[src/rtl/jtag_master_shifter.sv]
// JTAG master shifter: walks the target TAP through a reset sequence or an
// optional IR scan followed by an optional DR scan, generating TCK from clk.
module jtag_master_shifter #(
    parameter int unsigned TCK_DIV = 4,
    parameter int unsigned IR_LEN  = 4,
    parameter int unsigned DR_LEN  = 32
) (
    input  logic              clk,
    input  logic              notReset,
    input  logic              start,
    input  logic              tap_reset,
    input  logic              do_ir,
    input  logic              do_dr,
    input  logic [IR_LEN-1:0] ir_value,
    input  logic [DR_LEN-1:0] dr_out,
    input  logic              tdo,
    output logic              tck,
    output logic              tms,
    output logic              tdi,
    output logic [DR_LEN-1:0] dr_in,
    output logic              busy,
    output logic              done
);

    localparam int unsigned SEG_MAX = (IR_LEN > DR_LEN) ? IR_LEN : DR_LEN;
    localparam int unsigned LEN_MAX = (SEG_MAX > 6) ? SEG_MAX : 6;
    localparam int unsigned CW      = $clog2(LEN_MAX + 1);
    localparam int unsigned PW      = $clog2(2 * TCK_DIV);
    localparam logic [PW-1:0] RISE_AT  = PW'(TCK_DIV - 1);
    localparam logic [PW-1:0] PRE_FALL = PW'(2 * TCK_DIV - 2);
    localparam logic [PW-1:0] FALL_AT  = PW'(2 * TCK_DIV - 1);

    typedef enum logic [3:0] {
        IDLE, TAP_RST, IR_HEAD, IR_SHIFT, IR_TAIL, DR_HEAD, DR_SHIFT, DR_TAIL, FINISH
    } state_t;

    state_t            state, state_next, first, follow;
    logic [PW-1:0]     phase, phase_next;
    logic [CW-1:0]     cnt, cnt_next;
    logic              tck_next, tms_next, tdi_next, busy_next, done_next;
    logic              latch, capture, last_bit, run_dr;
    logic [IR_LEN-1:0] ir_lat;
    logic [DR_LEN-1:0] dr_lat;

    // Index of the final TCK in each segment
    function automatic logic [CW-1:0] seg_last(input state_t s);
        case (s)
            TAP_RST:  return CW'(5);
            IR_HEAD:  return CW'(3);
            IR_SHIFT: return CW'(IR_LEN - 1);
            IR_TAIL:  return CW'(1);
            DR_HEAD:  return CW'(2);
            DR_SHIFT: return CW'(DR_LEN - 1);
            DR_TAIL:  return CW'(1);
            default:  return '0;
        endcase
    endfunction

    // TMS level for TCK i of segment s
    function automatic logic tms_bit(input state_t s, input logic [CW-1:0] i);
        case (s)
            TAP_RST:  return i < CW'(5);
            IR_HEAD:  return i < CW'(2);
            IR_SHIFT: return i == CW'(IR_LEN - 1);
            DR_SHIFT: return i == CW'(DR_LEN - 1);
            IR_TAIL, DR_HEAD, DR_TAIL: return i == '0;
            default:  return 1'b0;
        endcase
    endfunction

    // TDI level for TCK i of segment s; only the shift segments carry data
    function automatic logic tdi_bit(input state_t s, input logic [CW-1:0] i,
                                     input logic [IR_LEN-1:0] ir,
                                     input logic [DR_LEN-1:0] dr);
        logic [IR_LEN-1:0] ir_sh;
        logic [DR_LEN-1:0] dr_sh;
        ir_sh = ir >> i;
        dr_sh = dr >> i;
        case (s)
            IR_SHIFT: return ir_sh[0];
            DR_SHIFT: return dr_sh[0];
            default:  return 1'b0;
        endcase
    endfunction

    // Segment that follows s once its last TCK completes
    function automatic state_t next_seg(input state_t s, input logic with_dr);
        case (s)
            IR_HEAD:  return IR_SHIFT;
            IR_SHIFT: return IR_TAIL;
            IR_TAIL:  return with_dr ? DR_HEAD : FINISH;
            DR_HEAD:  return DR_SHIFT;
            DR_SHIFT: return DR_TAIL;
            default:  return FINISH;
        endcase
    endfunction

    // State register
    always_ff @(posedge clk or negedge notReset) begin
        if (!notReset) state <= IDLE;
        else           state <= state_next;
    end

    // Next state, TCK phase generation and next output levels
    always_comb begin
        state_next = state;
        phase_next = phase;
        cnt_next   = cnt;
        tck_next   = tck;
        tms_next   = tms;
        tdi_next   = tdi;
        busy_next  = busy;
        done_next  = 1'b0;
        latch      = 1'b0;
        capture    = 1'b0;
        first      = tap_reset ? TAP_RST : do_ir ? IR_HEAD : do_dr ? DR_HEAD : FINISH;
        follow     = next_seg(state, run_dr);
        last_bit   = (cnt == seg_last(state));
        case (state)
            IDLE: begin
                tck_next   = 1'b0;
                tms_next   = 1'b0;
                tdi_next   = 1'b0;
                phase_next = '0;
                cnt_next   = '0;
                if (start) begin
                    latch      = 1'b1;
                    busy_next  = 1'b1;
                    state_next = first;
                    tms_next   = tms_bit(first, '0);
                end
            end
            FINISH: begin
                tck_next   = 1'b0;
                tms_next   = 1'b0;
                tdi_next   = 1'b0;
                phase_next = '0;
                cnt_next   = '0;
                busy_next  = 1'b0;
                done_next  = 1'b1;
                state_next = IDLE;
            end
            default: begin
                phase_next = phase + PW'(1);
                if (phase == RISE_AT) begin
                    tck_next = 1'b1;
                    capture  = (state == DR_SHIFT);
                end
                // Enter FINISH one clk early so its falling-TCK edge is the
                // same edge that raises done; no idle cycle before the pulse.
                if (phase == PRE_FALL && last_bit && follow == FINISH)
                    state_next = FINISH;
                if (phase == FALL_AT) begin
                    phase_next = '0;
                    tck_next   = 1'b0;
                    if (last_bit) begin
                        state_next = follow;
                        cnt_next   = '0;
                        tms_next   = tms_bit(follow, '0);
                        tdi_next   = tdi_bit(follow, '0, ir_lat, dr_lat);
                    end else begin
                        cnt_next = cnt + CW'(1);
                        tms_next = tms_bit(state, cnt + CW'(1));
                        tdi_next = tdi_bit(state, cnt + CW'(1), ir_lat, dr_lat);
                    end
                end
            end
        endcase
    end

    // Registered outputs, counters, request latch and DR capture
    always_ff @(posedge clk or negedge notReset) begin
        if (!notReset) begin
            phase  <= '0;
            cnt    <= '0;
            tck    <= 1'b0;
            tms    <= 1'b1;
            tdi    <= 1'b0;
            busy   <= 1'b0;
            done   <= 1'b0;
            dr_in  <= '0;
            run_dr <= 1'b0;
            ir_lat <= '0;
            dr_lat <= '0;
        end else begin
            phase <= phase_next;
            cnt   <= cnt_next;
            tck   <= tck_next;
            tms   <= tms_next;
            tdi   <= tdi_next;
            busy  <= busy_next;
            done  <= done_next;
            if (latch) begin
                run_dr <= do_dr;
                ir_lat <= ir_value;
                dr_lat <= dr_out;
            end
            if (capture) dr_in <= {tdo, dr_in[DR_LEN-1:1]};
        end
    end

endmodule

[config.mk]
export PLATFORM = sky130hd
export DESIGN_NAME = jtag_master_shifter
export DESIGN_NICKNAME = d
export VERILOG_FILES = /design/src/rtl/jtag_master_shifter.sv
export SDC_FILE = /design/constraint.sdc
export NUM_CORES = 1
export LEC_CHECK = 0
export ABC_CLOCK_PERIOD_IN_PS = 3100
export BUFFER_PORTS_ARGS = -buffer_cell sky130_fd_sc_hd__buf_2
export CAP_MARGIN = 20
export CORE_AREA = 2 2 96 89
export CTS_CLUSTER_DIAMETER = 100
export CTS_CLUSTER_SIZE = 8
export DETAILED_ROUTE_END_ITERATION = 6
export DIE_AREA = 0 0 98 91
export GPL_TIMING_DRIVEN = 1
export PLACE_DENSITY = 0.8
export RECOVER_POWER = 100
export SLEW_MARGIN = 20
export SYNTH_ARGS = -nofsm -noshare
export SYNTH_HDL_FRONTEND = slang
export SYNTH_SLANG_ARGS = --single-unit
[constraint.sdc]
create_clock -name clk -period 3.1 [get_ports clk]
set_clock_uncertainty 0.1 [all_clocks]
set_input_delay 0.62 -clock clk [delete_from_list [all_inputs] [get_ports clk]]
set_output_delay 0.62 -clock clk [all_outputs]
set_load 0.05 [all_outputs]
==> run summary <==
placed insts: 518
grt ovf: 0
Layout area overhead: 14.32%
Worst EP arrival: 2.80 ns
CTS tree: yes
Seq/Total Area, Yosys: 0.5016
RSZ-0062 raised after global routing: false
DR vias: 3067
initial antenna violation count: 0
run status: finished with violations
Slowest cell on crit path: dfrtp_1
post-synth top area cell: dfrtp_1
Routed Wire Length: 8692 um
Hold Buf Count CTS: 0
final setup fails: 0
Post-CTS Setup Bufs: 0
CP max FO: 21
critical path cell sequence: and4bb_1, nor3_1, o21bai_2, a211oi_4, clkbuf_1, or2_1, o21ai_0
wire per inst: 16.28 um
setup TNS: 0 ns
Min-Delay Path Class: reg2reg
non-filler instance count after layout: 534
fmax: 0.3730 GHz
Hold Violations, Final: 0
worst path bufs/invs: 1
Post-synth EDFFs: 0
global placement routability congestion: 0.9486
Yosys top cell area share: 0.4955
failing checks: max-capacitance violations, max-slew violations
final hold slack: 0.3782 ns
synthesis-stage register bit count: 87
top cells by area, synth: dfrtp_1, mux2_2, mux2_1
Die Area: 8918 sq um
Int Pwr: 2697 uW
proportion of power drawn by the clock network: 0.215
Worst setup EP type: flip-flop
area of the core: 7874 sq um
fin. max-slew vios: 39
Iter 0 DRT Violations: 191
share of cells above drive strength 1: 0.3034
delay-heaviest family, CP: simple AND/OR/NAND/NOR gates
Worst EP required: 3.22 ns
switch share: 0.3574
transition time of the tightest slew-check pin: 2.052 ns
CTS buffer count: 9
Warnings, synthesis: 0
Netlist cell types: 61
clock buffer depth: 2
period utilization: 0.8647
# port buffers: 79
worst rel slew slack: -0.3680
ANT cells: 0
CTS clk-pin slew, worst paths: 0.08 ns
crit path launch type: flip-flop
CTS root buffer: clkbuf_8
# IOs: 80
Die Y: 91 um
ys flop type: dfrtp_1
leakage: 0.002306 uW
P per Cell Area: 845.4 nW/um^2
Comb power frac: 0.368
ys async rst share: 1.000
Horiz. Die Dim: 98 um
max_cap viols: 1
slowest stage delay, CP: 0.71 ns
synthesized area per cell: 12.13 sq um
Max VDD drop: 0.0004700 V
vias per cell: 5.743
initial core utilization: 0.5516
Resized Gates After CTS: 0
Setup CP Type: reg2reg
fin nets: 479
Clock Sink Count: 87
Post-Syn Area: 4343 sq um
Tmin final: 2.681 ns
vias in the first global route: 3005
first-pass GRT wire length: 14730 um
Synthesized Nets: 407
maximum number of pins on one net before global-route repair: 50
Routed Antenna Nets: 0
row cnt: 31
Sw Pwr: 1500 uW
H-tree Lvls: 3
clk_lat worst skew: 0.35 ns
cell count after synthesis: 358
drt pass-1 iters: 4
HPWL Detailed: 6173 um
share of power burned in registers: 0.417
Total GRT Usage: 0.2027
Residual DRC: 0
## state kept, by name, summed over array words and instances, names as in the netlist, named ones only
signal and flops:
dr_lat 32, ir_lat 4, done 1, dr_in 32, tck 1, run_dr 1, cnt 6, phase 3
busy 1, tms 1, tdi 1, state 3
## area by class of cell
class | count | area [sq um]
Fill cell | 633 | 2909
Sequential cell | 87 | 2178
Multi-Input combinational cell | 234 | 1979
Timing Repair Buffer | 88 | 414.1
Clock buffer | 12 | 155.1
Tap cell | 99 | 123.9
Clock inverter | 4 | 76.32
Inverter | 10 | 37.54
## power by group through the flow
stage / Clock (uW) / Combinational, uW / Sequential, uW
floorplan: 0 / 1220 / 1740
global placement: 0 / 1540 / 1740
detailed placement: 0 / 1590 / 1770
CTS: 915 / 1600 / 1750
global route: 961 / 1700 / 1790
finish: 902 / 1550 / 1750
## path summary, 6_finish.rpt
kind | startpoint | endpoint | slack, ns | cells after the start
min in group asynchronous | notReset | dr_in[31] | 0.75 | 1
max | state[0] | cnt[3] | 0.42 | 7
max in group asynchronous | notReset | dr_lat[5] | 0.97 | 1
min | phase[0] | phase[0] | 0.38 | 1
min reg2reg | phase[0] | phase[0] | 0.38 | 1
max reg2reg | state[0] | cnt[3] | 0.42 | 7
## cells in the mapped netlist (2+ instances only)
cell and n:
dfrtp_1 86, mux2_2 62, nand2_1 21, nor2_1 11, a31oi_1 10, buf_2 10
clkbuf_1 10, o21ai_0 10, inv_1 9, mux2_1 8, nor3_1 8, o21ai_1 8
nor2b_1 7, a21oi_1 6, ha_1 6, mux2i_1 6, nand3_1 5, a2111oi_0 4
nand3b_1 4, xor2_1 4, a21o_1 3, a32oi_1 3, buf_1 3, mux4_2 3
nand2b_1 3, o31ai_1 3, a22oi_1 2, a311oi_1 2, buf_4 2, buf_6 2
mux4_1 2, nand4bb_1 2, nor3b_1 2, o21a_1 2, or3b_1 2, xnor2_1 2
## routing by layer
metal,global-route usage,share of wire,vias to the layer above
li1,-,-,1449
met1,0.2853,0.45,1504
met2,0.3139,0.48,99
met3,0.03618,0.056,15
met4,0.08102,0.016,0
met5,0,0,-
## cell usage in the layout, fill, tap and decap left out, types with 3 or more instances in the layout
| master | netlist | final |
|---|---|---|
| ha_1 | 6 | 6 |
| nand3_1 | 5 | 5 |
| clkbuf_8 | 0 | 11 |
| a21o_1 | 3 | 3 |
| clkbuf_1 | 10 | 42 |
| dfrtp_1 | 86 | 86 |
| buf_4 | 2 | 4 |
| a31oi_1 | 10 | 10 |
| a2111oi_0 | 4 | 4 |
| xor2_1 | 4 | 4 |
| a21oi_1 | 6 | 6 |
| nand2b_1 | 3 | 3 |
| o31ai_1 | 3 | 3 |
| mux2_2 | 62 | 62 |
| nor2b_1 | 7 | 7 |
| nand3b_1 | 4 | 4 |
| mux2_1 | 8 | 8 |
| nor3_1 | 8 | 8 |
| mux2i_1 | 6 | 6 |
| mux4_2 | 3 | 3 |
| buf_2 | 10 | 41 |
| nand2_1 | 21 | 21 |
| a32oi_1 | 3 | 3 |
| nor2_1 | 11 | 12 |
| o21ai_0 | 10 | 14 |
| inv_1 | 9 | 9 |
| o21ai_1 | 8 | 4 |
## stage by stage
stage	power [uW]	setup WS, ns	cell area [sq um]	utilization
6_report	4197	0.4194	4965	0.6305
5_1_grt	4456	0.1871	4965	0.6305
4_1_cts	4260	0.5153	5040	0.6401
3_5_place_dp	3355	0.5538	4808	0.6107
3_3_place_gp	3288	0.6541	4808	0.6107
2_1_floorplan	2957	0.4901	4343	-
## cells by family (layout without fill, tap and decap cells)
logic type,Yosys count,count (layout),share of synthesized area
DFF,87,87,0.5016
muxes,81,81,0.2230
and+or+nand+nor,73,73,0.09220
AOI/OAI and AO/OA,67,67,0.1101
buffers and inverters,37,114,0.04004
xor gates and xnor gates,7,7,0.01585
adders and majority gates,6,6,0.01729
No activity file was read; power rests on OpenSTA's default activity.
